### config.mk
export PLATFORM = sky130hd
export DESIGN_NAME = cv32e40p_nmr_voter
export DESIGN_NICKNAME = d
export VERILOG_FILES = /design/src/rtl/cv32e40p_nmr_voter.sv
export SDC_FILE = /design/constraint.sdc
export NUM_CORES = 1
export LEC_CHECK = 0
export BUFFER_PORTS_ARGS = -buffer_cell sky130_fd_sc_hd__buf_2
export CORE_AREA = 2 2 232 120
export DETAILED_ROUTE_END_ITERATION = 8
export DIE_AREA = 0 0 234 122
export PLACE_DENSITY = 0.84
export SYNTH_ARGS = -nofsm -noshare
export SYNTH_HDL_FRONTEND = slang
export SYNTH_SLANG_ARGS = --single-unit
### constraint.sdc
create_clock -name clk -period 11.3 [get_ports clk]
set_input_delay 0 -clock clk [delete_from_list [all_inputs] [get_ports clk]]
set_output_delay 0 -clock clk [all_outputs]
set_load 0.05 [all_outputs]
### src/rtl/cv32e40p_nmr_voter.sv
// N-modular-redundancy result voter: collects one result per replica, votes
// bitwise over the healthy replicas, and retires replicas that keep disagreeing
// or stall past the round timeout.
module cv32e40p_nmr_voter #(
  parameter int unsigned NREP      = 3,
  parameter int unsigned WIDTH     = 32,
  parameter int unsigned CNT_W     = 4,
  parameter int unsigned FAULT_THR = 3,
  parameter int unsigned TIMEOUT   = 8
) (
  input  logic                   clk,
  input  logic                   rst,
  input  logic [NREP-1:0]        rep_valid_i,
  input  logic [NREP*WIDTH-1:0]  rep_result_i,
  input  logic [NREP-1:0]        rep_cmp_i,
  output logic [NREP-1:0]        rep_ready_o,
  input  logic                   clear_i,
  input  logic                   ex_ready_i,
  output logic                   valid_o,
  output logic [WIDTH-1:0]       result_o,
  output logic                   comparison_result_o,
  output logic                   mismatch_o,
  output logic                   uncorrectable_o,
  output logic [NREP-1:0]        fault_mask_o,
  output logic [NREP*CNT_W-1:0]  err_cnt_o
);

  localparam int unsigned TMR_W = $clog2(TIMEOUT + 1);
  localparam int unsigned PC_W  = $clog2(NREP + 1);
  localparam logic [CNT_W-1:0] CNT_MAX = '1;
  localparam logic [CNT_W-1:0] THR     = CNT_W'(FAULT_THR);
  localparam logic [TMR_W-1:0] TMO     = TMR_W'(TIMEOUT);

  typedef enum logic {IDLE, COLLECT} state_e;

  state_e                        state_q, state_d;
  logic [TMR_W-1:0]              timer_q, timer_d;
  logic [NREP-1:0]               full_q, full_d, cmp_q, cmp_d;
  logic [NREP-1:0]               drop_q, drop_d, mask_q, mask_d;
  logic [NREP-1:0][WIDTH-1:0]    res_q, res_d;
  logic [NREP-1:0][CNT_W-1:0]    cnt_q, cnt_d;
  logic                          valid_q, valid_d, vcmp_q, vcmp_d;
  logic                          mism_q, mism_d, unc_q, unc_d;
  logic [WIDTH-1:0]              result_q, result_d;

  logic [NREP-1:0]               part, missing, fire_miss, accept, inc, col;
  logic                          complete, fire, vote_cmp, tie, low_cmp;
  logic [WIDTH-1:0]              vote, low_res;
  logic [1:0]                    mj;
  logic [PC_W-1:0]               n_en;

  // Majority of the participating bits; a tie returns {1, lowest participant's bit}
  function automatic logic [1:0] maj(input logic [NREP-1:0] bits,
                                     input logic [NREP-1:0] p,
                                     input logic            lowbit);
    logic [PC_W:0] ones2;
    logic [PC_W:0] np;
    ones2 = '0;
    np    = '0;
    for (int i = 0; i < int'(NREP); i++) begin
      if (p[i]) begin
        np = np + (PC_W+1)'(1);
        if (bits[i]) ones2 = ones2 + (PC_W+1)'(2);
      end
    end
    if (ones2 > np)      return 2'b01;
    else if (ones2 < np) return 2'b00;
    else                 return {1'b1, lowbit};
  endfunction

  // Round status and per-replica handshake
  always_comb begin
    part        = ~mask_q & full_q;
    missing     = ~mask_q & ~full_q;
    complete    = (state_q == COLLECT) && ((missing == '0) || (timer_q == TMO));
    fire        = complete && (!valid_q || ex_ready_i);
    fire_miss   = fire ? missing : '0;
    rep_ready_o = mask_q | (~full_q & ~fire_miss);
    accept      = rep_valid_i & rep_ready_o;
  end

  // Bitwise vote over the participants
  always_comb begin
    low_res  = '0;
    low_cmp  = 1'b0;
    col      = '0;
    vote     = '0;
    vote_cmp = 1'b0;
    tie      = 1'b0;
    mj       = '0;
    for (int i = int'(NREP) - 1; i >= 0; i--) begin
      if (part[i]) begin
        low_res = res_q[i];
        low_cmp = cmp_q[i];
      end
    end
    for (int b = 0; b < int'(WIDTH); b++) begin
      for (int i = 0; i < int'(NREP); i++) col[i] = res_q[i][b];
      mj      = maj(col, part, low_res[b]);
      vote[b] = mj[0];
      tie     = tie | mj[1];
    end
    mj       = maj(cmp_q, part, low_cmp);
    vote_cmp = mj[0];
    tie      = tie | mj[1];
  end

  // Slot capture/release, error counting and replica retirement
  always_comb begin
    full_d = full_q;
    res_d  = res_q;
    cmp_d  = cmp_q;
    drop_d = drop_q;
    cnt_d  = cnt_q;
    mask_d = mask_q;
    inc    = '0;
    n_en   = '0;
    for (int i = 0; i < int'(NREP); i++) begin
      if (fire && part[i]) full_d[i] = 1'b0;
      if (accept[i] && !mask_q[i]) begin
        if (drop_q[i]) begin
          drop_d[i] = 1'b0;
        end else begin
          full_d[i] = 1'b1;
          res_d[i]  = rep_result_i[i*WIDTH +: WIDTH];
          cmp_d[i]  = rep_cmp_i[i];
        end
      end
      inc[i] = fire_miss[i] |
               (fire & part[i] & ((res_q[i] != vote) | (cmp_q[i] != vote_cmp)));
      if (fire_miss[i]) drop_d[i] = 1'b1;
      if (inc[i] && (cnt_q[i] != CNT_MAX)) cnt_d[i] = cnt_q[i] + CNT_W'(1);
      if (!mask_q[i]) n_en = n_en + PC_W'(1);
    end
    // Retire lowest index first, never dropping below two enabled replicas
    for (int i = 0; i < int'(NREP); i++) begin
      if (!mask_d[i] && (cnt_d[i] >= THR) && (n_en > PC_W'(2))) begin
        mask_d[i] = 1'b1;
        n_en      = n_en - PC_W'(1);
      end
    end
    if (clear_i) begin
      cnt_d  = '0;
      mask_d = '0;
      drop_d = '0;
    end
  end

  // Round FSM, timer and output register next-state
  always_comb begin
    state_d  = state_q;
    timer_d  = timer_q;
    valid_d  = valid_q;
    result_d = result_q;
    vcmp_d   = vcmp_q;
    unc_d    = unc_q;
    mism_d   = 1'b0;
    if (valid_q && ex_ready_i) valid_d = 1'b0;
    case (state_q)
      IDLE: begin
        if (full_d != '0) begin
          state_d = COLLECT;
          timer_d = TMR_W'(1);
        end
      end
      COLLECT: begin
        if (fire) begin
          state_d  = IDLE;
          timer_d  = '0;
          valid_d  = 1'b1;
          result_d = vote;
          vcmp_d   = vote_cmp;
          unc_d    = tie;
          mism_d   = |inc;
        end else if (!complete) begin
          timer_d = timer_q + TMR_W'(1);
        end
      end
      default: state_d = IDLE;
    endcase
  end

  // State registers
  always_ff @(posedge clk or posedge rst) begin
    if (rst) begin
      state_q  <= IDLE;
      timer_q  <= '0;
      full_q   <= '0;
      res_q    <= '0;
      cmp_q    <= '0;
      drop_q   <= '0;
      mask_q   <= '0;
      cnt_q    <= '0;
      valid_q  <= 1'b0;
      result_q <= '0;
      vcmp_q   <= 1'b0;
      unc_q    <= 1'b0;
      mism_q   <= 1'b0;
    end else begin
      state_q  <= state_d;
      timer_q  <= timer_d;
      full_q   <= full_d;
      res_q    <= res_d;
      cmp_q    <= cmp_d;
      drop_q   <= drop_d;
      mask_q   <= mask_d;
      cnt_q    <= cnt_d;
      valid_q  <= valid_d;
      result_q <= result_d;
      vcmp_q   <= vcmp_d;
      unc_q    <= unc_d;
      mism_q   <= mism_d;
    end
  end

  assign valid_o             = valid_q;
  assign result_o            = result_q;
  assign comparison_result_o = vcmp_q;
  assign mismatch_o          = mism_q;
  assign uncorrectable_o     = unc_q;
  assign fault_mask_o        = mask_q;
  assign err_cnt_o           = cnt_q;

endmodule

Word-level counts from Yosys, hierarchy flattened

Index checks and enable logic that the tools add are counted.

Register bits: 161
Bits in latches: 0
Bits in writable memories: 0
Memory bits (read-only): 0
Bits of input ports: 106
Output and inout bits: 54
Word-level logic and storage cells: 592
Memories kept: 0

Add/subtract/negate cells: 76
Multiply operators: 0
Div/mod/pow operators: 0
Magnitude comparators: 72
Equal/unequal tests: 12
Shift operators: 0
Mux-type cells: 315
Bitwise gates (word level): 56
Reductions and logical operators: 38

Operators by type and width:

| cell                | number |
|---|---|
| $mux 3              | 137 |
| $mux 2              | 136 |
| $add 3x2->3 const B | 66 |
| $gt 3x3->1          | 33 |
| $lt 3x3->1          | 33 |
| $mux 32             | 3 |
| $ne 32x32->1        | 3 |
| $or 1x1->1          | 38 |
| $mux 1              | 30 |
| $mux 4              | 6 |
| $logic_and 1x1->1   | 18 |
| $add 4x1->4 const B | 4 |
| $and 3x3->3         | 4 |
| $ge 4x2->1 const B  | 3 |
| $mux 12             | 1 |
| $ne 4x4->1 const B  | 3 |
| $reduce_bool 3->1   | 4 |
| $reduce_and 2->1    | 5 |
| $not 3->3           | 3 |
| $pmux 4 s2          | 1 |
| $add 3x1->3 const B | 2 |
| $and 1x1->1         | 6 |
| $gt 2x2->1 const B  | 3 |
| $reduce_bool 2->1   | 3 |
| 13 further kinds    | 24 |

Logic depth before layout (Yosys ltp)

Gate-level depths: netlist of run 1.

Depth in word-level cells: 44
Gate-level depth with buffers: 30
Depth with buffers taken out: 25

Worst setup path after synthesis of run 1

Ideal clock, no wire load.

Path kind: register to register
From: register mask_q[0] (netlist: fault_mask_o[0])
To: register mask_q[2] (netlist: fault_mask_o[2])
Library setup time: 130 ps
Arrival time: 7430 ps
Required time: 11170 ps
Setup slack: 3739 ps
Stages on the path, launching flop included: 25
Buffers on the path: 6
Clock period less this slack: 7561 ps
Cells stage by stage: dfrtp_1 and2b_4 buf_2 buf_2 buf_2 buf_2 clkbuf_1 clkbuf_1 ha_1 o21ai_0 ha_1 and2_1 and4_1 a21o_1 a221o_1 nor4_1 nand4_1 and2_4 a21o_1 o21ai_0 ha_1 nand2_1 mux2_4 o211ai_2 o221ai_2

Cells in the longest elaborated chain, start to end: 28
Elaborated cells on any way between the ends: 425
Classes of those cells: add/sub: 72; order compare: 72; eq/ne: 6; mux: 245; bitwise: 15; reduce/logical: 15

Ends and longest elaborated chain:

| element                         | line   | RTL |
|---|---|---|
| start: declaration              | 39     | `logic [NREP-1:0] drop_q, drop_d, mask_q, mask_d;` |
| start signal: assignment        | 206    | `mask_q <= mask_d;` |
| $not 3->3                       | 73, 74 |  |
| $and 3x3->3                     | 73     | `part = ~mask_q & full_q;` |
| $mux 2                          | 61     | `if (p[i]) begin` |
| $add 3x2->3                     | 63     | `if (bits[i]) ones2 = ones2 + (PC_W+1)'(2);` |
| $mux 3                          | 63     |  |
| $mux 3                          | 61     |  |
| $add 3x2->3                     | 63     |  |
| $mux 3                          | 63     |  |
| [11 not listed]                 | --     |  |
| $logic_and 1x1->1 (2 in a row)  | 137    | `if (!mask_d[i] && (cnt_d[i] >= THR) && (n_en > PC_W'(2))) begin` |
| $mux 2                          | 137    |  |
| $gt 2x2->1                      | 137    |  |
| $logic_and 1x1->1               | 137    |  |
| $mux 2                          | 137    |  |
| $gt 2x2->1                      | 137    |  |
| $logic_and 1x1->1 (*)           | 137    |  |
| $reduce_bool 2->1 (no line) (*) | --     |  |

Every way passes the cells marked *; elsewhere a longest branch is shown, timed or not.
A chain may end at the register's enable or synchronous reset.

Worst setup path after layout of run 1

From: register full_q[0]
To: register mask_q[2] (netlist: fault_mask_o[2])

Cells in the longest elaborated chain, start to end: 27
Elaborated cells on any way between the ends: 417
Classes of those cells: add/sub: 69; order compare: 71; eq/ne: 6; mux: 242; bitwise: 15; reduce/logical: 14

Ends and longest elaborated chain:

| element                         | line | RTL |
|---|---|---|
| start: declaration              | 38   | `logic [NREP-1:0] full_q, full_d, cmp_q, cmp_d;` |
| start signal: assignment        | 202  | `full_q <= full_d;` |
| $and 3x3->3                     | 73   |  |
| $mux 2                          | 61   |  |
| $add 3x2->3                     | 63   |  |
| $mux 3                          | 63   |  |
| $mux 3                          | 61   |  |
| $add 3x2->3                     | 63   |  |
| $mux 3                          | 63   |  |
| $mux 3                          | 61   |  |
| [10 not listed]                 | --   |  |
| $logic_and 1x1->1 (2 in a row)  | 137  |  |
| $mux 2                          | 137  |  |
| $gt 2x2->1                      | 137  |  |
| $logic_and 1x1->1               | 137  |  |
| $mux 2                          | 137  |  |
| $gt 2x2->1                      | 137  |  |
| $logic_and 1x1->1 (*)           | 137  |  |
| $reduce_bool 2->1 (no line) (*) | --   |  |

Marks and branches as above.

==> flow_summary.toml, run 1 <==
[outcome]
status = "complete, no violations"

[global_route]
grt_usage = 0.5036
grt_pass1_wl_um = 105000
grt_pass1_vias = 16440
antenna_found_initial = 6
grt_overflow = 0
grt_max_degree = 89

[sta]
clock_skew_ns = 0.01872
period_share = 0.6635
rsz0062_at_grt = "no"
finalSetupViolations = 0
slew_headroom = 0.1098
worstMarginPinSlew_ns = 1.330
fmax_mhz = 133.4
finalHoldViolations = 0
slew_violations = 0
period_minus_slack_ns = 7.498
tns_ns = 0

[cts]
cts_made_buffers = 17
clk_pin_slew_ns = 0.07
clock-root-buffer = "clkbuf_16"
clk_latency_ns = 0.48
cts_max_level = 4
cts_buffer_depth = 2
cts_tree = "done"
clock-sinks = 161

[layout]
syn2layout_area_growth_pct = 15.81
fin_nets = 2316
final_layout_size_suffix_gt1_frac = 0.1648

[synth]
synth.cell_area_um2 = 15700
ys_seq_area_frac = 0.2566
yosysUniqueCellTypes = 95
yosysWarnings = 0
yosysTopAreaCell = "dfrtp_1"
synth-xor-area-share = 0.05912
ys_top_cells_by_area = "dfrtp_1 26%, ha_1 8.8%, mux2_2 6.7%"
synthAdderAreaFrac = 0.08764
yosysMostFrequentCell = "nand2_1"
synth_top_family_by_area = "simple AND/OR/NAND/NOR gates"
synth_top_area_share = 0.2566
synthTopCellsByCount = "214 x nand2_1, 161 x dfrtp_1, 149 x o21ai_0"
synthMuxAreaShare = 0.08637
synthSimpleGateAreaFrac = 0.2340
syn-num-nets = 2130
ys.flop_type = "dfrtp_1"
synth_compound_area_frac = 0.2226
synth_edf_count = 0
ys_ff_latch = 161
synthCells = 1914
synthArstFlopShare = 1.000
synth_area_per_cell_um2 = 8.205

[setup_path]
path_class = "reg -> reg"
cp_data_required_time_ns = 11.65
critical_path.endpoint_type = "register"
slowest_stage = "nor4_1"
path_common_cell = "ha_1"
crit_fanout = 30
crit_arrival_ns = 7.84
cpPeakStageDelay_ns = 0.89
start_kind = "register"
path_cells = "and2b_4 > inv_2 > ha_1 > nand3_1 > buf_4 > ha_1 > a21oi_1 > a31oi_1 > a211o_1 > a221o_1 > nor4_1 > nand4_1 > and2_4 > a21o_1 > o21ai_0 > ha_1 > nand2_1 > mux2_4 > o211ai_2 > o221ai_2"

[placement]
dpl.hpwl_um = 52160
io_buffers = 159
place_congestion = 1.153

[drt]
dr_total_vias = 18110
vias_per_cell = 7.318
post-route-drc-count = 0
drt_iter0_markers = 2884
firstDrtPassIters = 7
ant_nets = 0
drt-total-wl_um = 72740
post_drt_wl_per_cell_um = 29.39

[floorplanning]
die_w_um = 234
die_y_um = 122
rows = 43
fp.dieArea_um2 = 28550
ioPinCount = 160
start_util = 0.5849
core_um2 = 26850

[min_path]
hp-class = "in -> async"

[flow_run]
cap_violations = 0
## cell usage in the layout (no fill, tap or decap), types with 8 or more instances in the layout
master / count
mux2_2: 93
o21a_1: 11
xnor2_1: 39
ha_1: 110
nand3b_1: 33
a31oi_1: 36
buf_2: 159
nand2_1: 214
o311ai_0: 8
o21ai_0: 148
buf_4: 30
and3b_1: 23
nor3_1: 40
nor2b_1: 11
o22ai_1: 31
a211oi_1: 24
nand4_1: 43
a22oi_1: 23
or4_1: 8
clkbuf_16: 17
nor2_1: 113
and2_1: 37
or3_1: 9
a32oi_1: 8
dlygate4sd3_1: 107
inv_1: 39
mux2i_1: 28
o2111ai_1: 11
a21o_1: 14
nand3_1: 94
nor4_1: 29
a21oi_1: 103
xor2_1: 62
o211ai_1: 15
dfrtp_1: 161
and3_1: 14
## cells by family (layout without fill, tap and decap cells)
family	count (synthesis)	count (layout)
xor gates and xnor gates	103	103
AOI/OAI and AO/OA	535	535
other	0	3
adders and majority gates	110	110
buffers and inverters	171	369
DFF	161	161
and+or+nand+nor	711	711
muxes	123	123
## final cells by class
type,count,area (um^2)
Antenna cell,3,7.507
Clock buffer,17,425.4
Clock inverter,14,143.9
Fill cell,2083,8661
Inverter,42,162.7
Multi-Input combinational cell,1582,10880
Sequential cell,161,4029
Tap cell,360,450.4
Timing Repair Buffer,296,2092
## routing by layer
metal / wire (um) / GRT usage / part of all wire
met1: 28810 / 0.6851 / 0.40
met2: 28330 / 0.6987 / 0.39
met3: 12140 / 0.2137 / 0.17
met4: 3301 / 0.1974 / 0.045
met5: 165 / 0.01042 / 0.0023
## repair_timing
action / in CTS / in global routing
hold buffers: 107 / 0
resized for setup: 0 / 0
setup buffers: 0 / 0
hold endpoints to repair: 198 / 0
## final timing paths
kind | from | to | slack, ns | cells after the start
hold / removal | rst | res_q[26]$_DFFE_PP0P_ | 0.26 | 3
min in group clk | rep_result_i[25] | res_q[25]$_DFFE_PP0P_ | 0.29 | 4
max in group asynchronous | rst | result_o[27]$_DFFE_PP0P_ | 9.54 | 4
hold reg to reg | result_o[6]$_DFFE_PP0P_ | result_o[6]$_DFFE_PP0P_ | 0.47 | 2
setup reg to reg | full_q[0]$_DFF_PP0_ | fault_mask_o[2]$_DFFE_PP0P_ | 3.80 | 20
setup / recovery | full_q[0]$_DFF_PP0_ | fault_mask_o[2]$_DFFE_PP0P_ | 3.80 | 20
## stage by stage
stage               worst slack [ns]  cell area [um^2]  hold slack [ns]  utilization  std cells
finish                         3.802             18190           0.2564       0.6774       2475
global placement               4.522             16540           0.1835       0.6160       2334
CTS                            4.312             18180           0.2627       0.6771       2472
global route                   3.779             18180           0.3043       0.6771       2472
floorplan                      3.739             15700           0.1168            -       1914
detailed placement             4.312             16540           0.2065       0.6160       2334
## worst max-delay path, delay by kind of cell, from the launching register on
family / cells / cell delay, ns
compound gates: 8 / 1.94
fa+ha+maj: 3 / 1.17
buf+inv: 2 / 0.74
flops: 1 / 0.68
mux: 1 / 0.28
simple gates: 6 / 2.51
## flip-flops by register name (all words and copies together), names as in the netlist
name	cells
fault_mask_o	3
full_q	3
cmp_q	3
result_o	32
uncorrectable_o	1
col	3
state_q	1
mismatch_o	1
timer_q	4
res_q	93
err_cnt_o	12
valid_o	1
drop_q	3
comparison_result_o	1
Power of run 1 is left out: the tool's default activity adds up to more than one toggle a clock period on the data nets, which glitch-free logic cannot reach.
==> run 2, diff against run 1 <==
--- a/config.mk
+++ b/config.mk
@@ -6,10 +6,10 @@
 export NUM_CORES = 1
 export LEC_CHECK = 0
 export BUFFER_PORTS_ARGS = -buffer_cell sky130_fd_sc_hd__buf_2
-export CORE_AREA = 2 2 232 120
+export CORE_AREA = 2 2 242 125
 export DETAILED_ROUTE_END_ITERATION = 8
-export DIE_AREA = 0 0 234 122
-export PLACE_DENSITY = 0.84
+export DIE_AREA = 0 0 244 127
+export PLACE_DENSITY = 0.82
 export SYNTH_ARGS = -nofsm -noshare
 export SYNTH_HDL_FRONTEND = slang
 export SYNTH_SLANG_ARGS = --single-unit
==> constraint.sdc (replaced) <==
create_clock -name clk -period 6.15 [get_ports clk]
set_input_delay 0 -clock clk [delete_from_list [all_inputs] [get_ports clk]]
set_output_delay 0 -clock clk [all_outputs]
set_load 0.05 [all_outputs]
==> flow_summary.toml, run 2 (synthesis results as in run 1) <==
[setup_path]
cp-startpoint = "res_q[5]$_DFFE_PP0P_"
path_class = "reg -> reg"
slowest_stage = "dfrtp_1"
path_common_cell = "ha_1"
path_cells = "inv_1 > nor2_2 > ha_1 > nand3_1 > xor2_1 > o22ai_1 > ha_1 > a21oi_1 > a222oi_1 > and3_1 > o32a_1 > nand4_1 > nor4_1 > nand4_1 > buf_4 > and2_4 > a21o_1 > o21ai_0 > ha_1 > nand2_1 > mux2_4 > o211ai_2 > o221ai_2"
start_kind = "register"
rr_startpoint = "res_q[5]$_DFFE_PP0P_"
crit_arrival_ns = 6.21
cpPeakStageDelay_ns = 0.50
crit_fanout = 8
rrSetupSlack_ns = 0.29
cp_data_required_time_ns = 6.50
critical_path.endpoint_type = "register"

[drt]
firstDrtPassIters = 8
post_drt_wl_per_cell_um = 25.33
post-route-drc-count = 0
drt-total-wl_um = 63860
vias_per_cell = 6.854
dr_total_vias = 17280
ant_nets = 0
drt_iter0_markers = 2824

[outcome]
status = "complete, no violations"

[layout]
final_cell_mix = "214 x nand2_1, 161 x dfrtp_1, 159 x buf_2"
n_fill_cell = 2452
layout_commonest_cell = "nand2_1"
multi_input_area_um2 = 10910
syn2layout_area_growth_pct = 17.70
final_layout_size_suffix_gt1_frac = 0.1733
seqCellArea_um2 = 4029
largest_reg_flops = 93
regMostFlops = "res_q"
final_area_um2 = 18480
fin_nets = 2332

[cts]
cts_max_level = 4
clock-root-buffer = "clkbuf_16"
clk_pin_slew_ns = 0.07
cts_buffer_depth = 2
clock-sinks = 161
cts_made_buffers = 17
cts_tree = "done"
clk_latency_ns = 0.47

[sta]
slew_headroom = 0.3622
clock_skew_ns = 0.01262
finalSetupViolations = 0
tns_ns = 0
rsz0062_at_grt = "no"
slew_violations = 0
finalHoldViolations = 0
finalWorstSetupSlack_ns = 0.2930
fmax_mhz = 170.7
period_minus_slack_ns = 5.857
worstMarginPinSlew_ns = 0.9447
period_share = 0.9524

[placement]
post-place-ws_ns = 0.3833
dpl.hpwl_um = 45790
place_area_um2 = 16780
io_buffers = 159
place_congestion = 1.132

[global_route]
grt_max_degree = 94
grt_pass1_vias = 15940
grtUsageMet3 = 0.1735
grt_use_met2 = 0.5577
use_met1 = 0.5684
grt_pass1_wl_um = 95520
grt_usage = 0.4057
antenna_found_initial = 5
grt-busiest-layer = "met1"
grt_overflow = 0

[floorplanning]
ioPinCount = 160
die_y_um = 127
die_w_um = 244
core_um2 = 28680
rows = 44
start_util = 0.5475
fp.dieArea_um2 = 30990

[min_path]
hp-class = "in -> async"

[flow_run]
cap_violations = 0
[run 2: what timing repair did]
action	4_1_cts	5_1_grt
gates resized for setup	0	3
buffers inserted	0	1
hold buffers	107	0
endpoints found under the hold margin	209	0
setup endpoints to repair	0	2
[run 2: metrics by stage]
step | utilization | cells | hold slack (ns)
final | 0.6444 | 2521 | 0.2300
after global routing | 0.6443 | 2520 | 0.2995
after CTS | 0.6437 | 2519 | 0.2698
after detailed placement | 0.5852 | 2380 | 0.2165
after global placement | 0.5852 | 2380 | 0.2039
after floorplan | - | 1914 | 0.1168
[run 2: worst max-delay path: cells and delay by family (launching register included)]
family / cells / cell delay (ns)
compound gates: 8 / 1.69
xor+xnor: 1 / 0.18
fa+ha+maj: 3 / 0.87
buf+inv: 2 / 0.48
flops: 1 / 0.50
mux: 1 / 0.28
simple gates: 8 / 1.71
[run 2: final timing paths]
path | endpoint | cells past startpoint
worst max-delay path | fault_mask_o[2]$_DFFE_PP0P_ | 23
min in group clk | res_q[42]$_DFFE_PP0P_ | 4
worst min-delay path | result_o[21]$_DFFE_PP0P_ | 3
max in group asynchronous | result_o[26]$_DFFE_PP0P_ | 4
worst max register to register | fault_mask_o[2]$_DFFE_PP0P_ | 23
worst min register to register | result_o[26]$_DFFE_PP0P_ | 2
[run 2: cell type report]
type                            count  share of cell area
Clock buffer                       18             0.02376
Multi-Input combinational cell   1582              0.5900
Sequential cell                   161              0.2180
Timing Repair Buffer              312              0.1237
Tap cell                          391             0.02647
Antenna cell                        1           0.0001354
Clock inverter                     14            0.009071
Inverter                           42            0.008800
[run 2: layer usage]
metal,wire (um),share of wire,vias up
met3,10600,0.17,215
met5,10,0.00016,-
met1,26110,0.41,8219
met2,24980,0.39,1258
li1,-,-,7586
met4,2164,0.034,2
Power of run 2 is left out for the same reason.
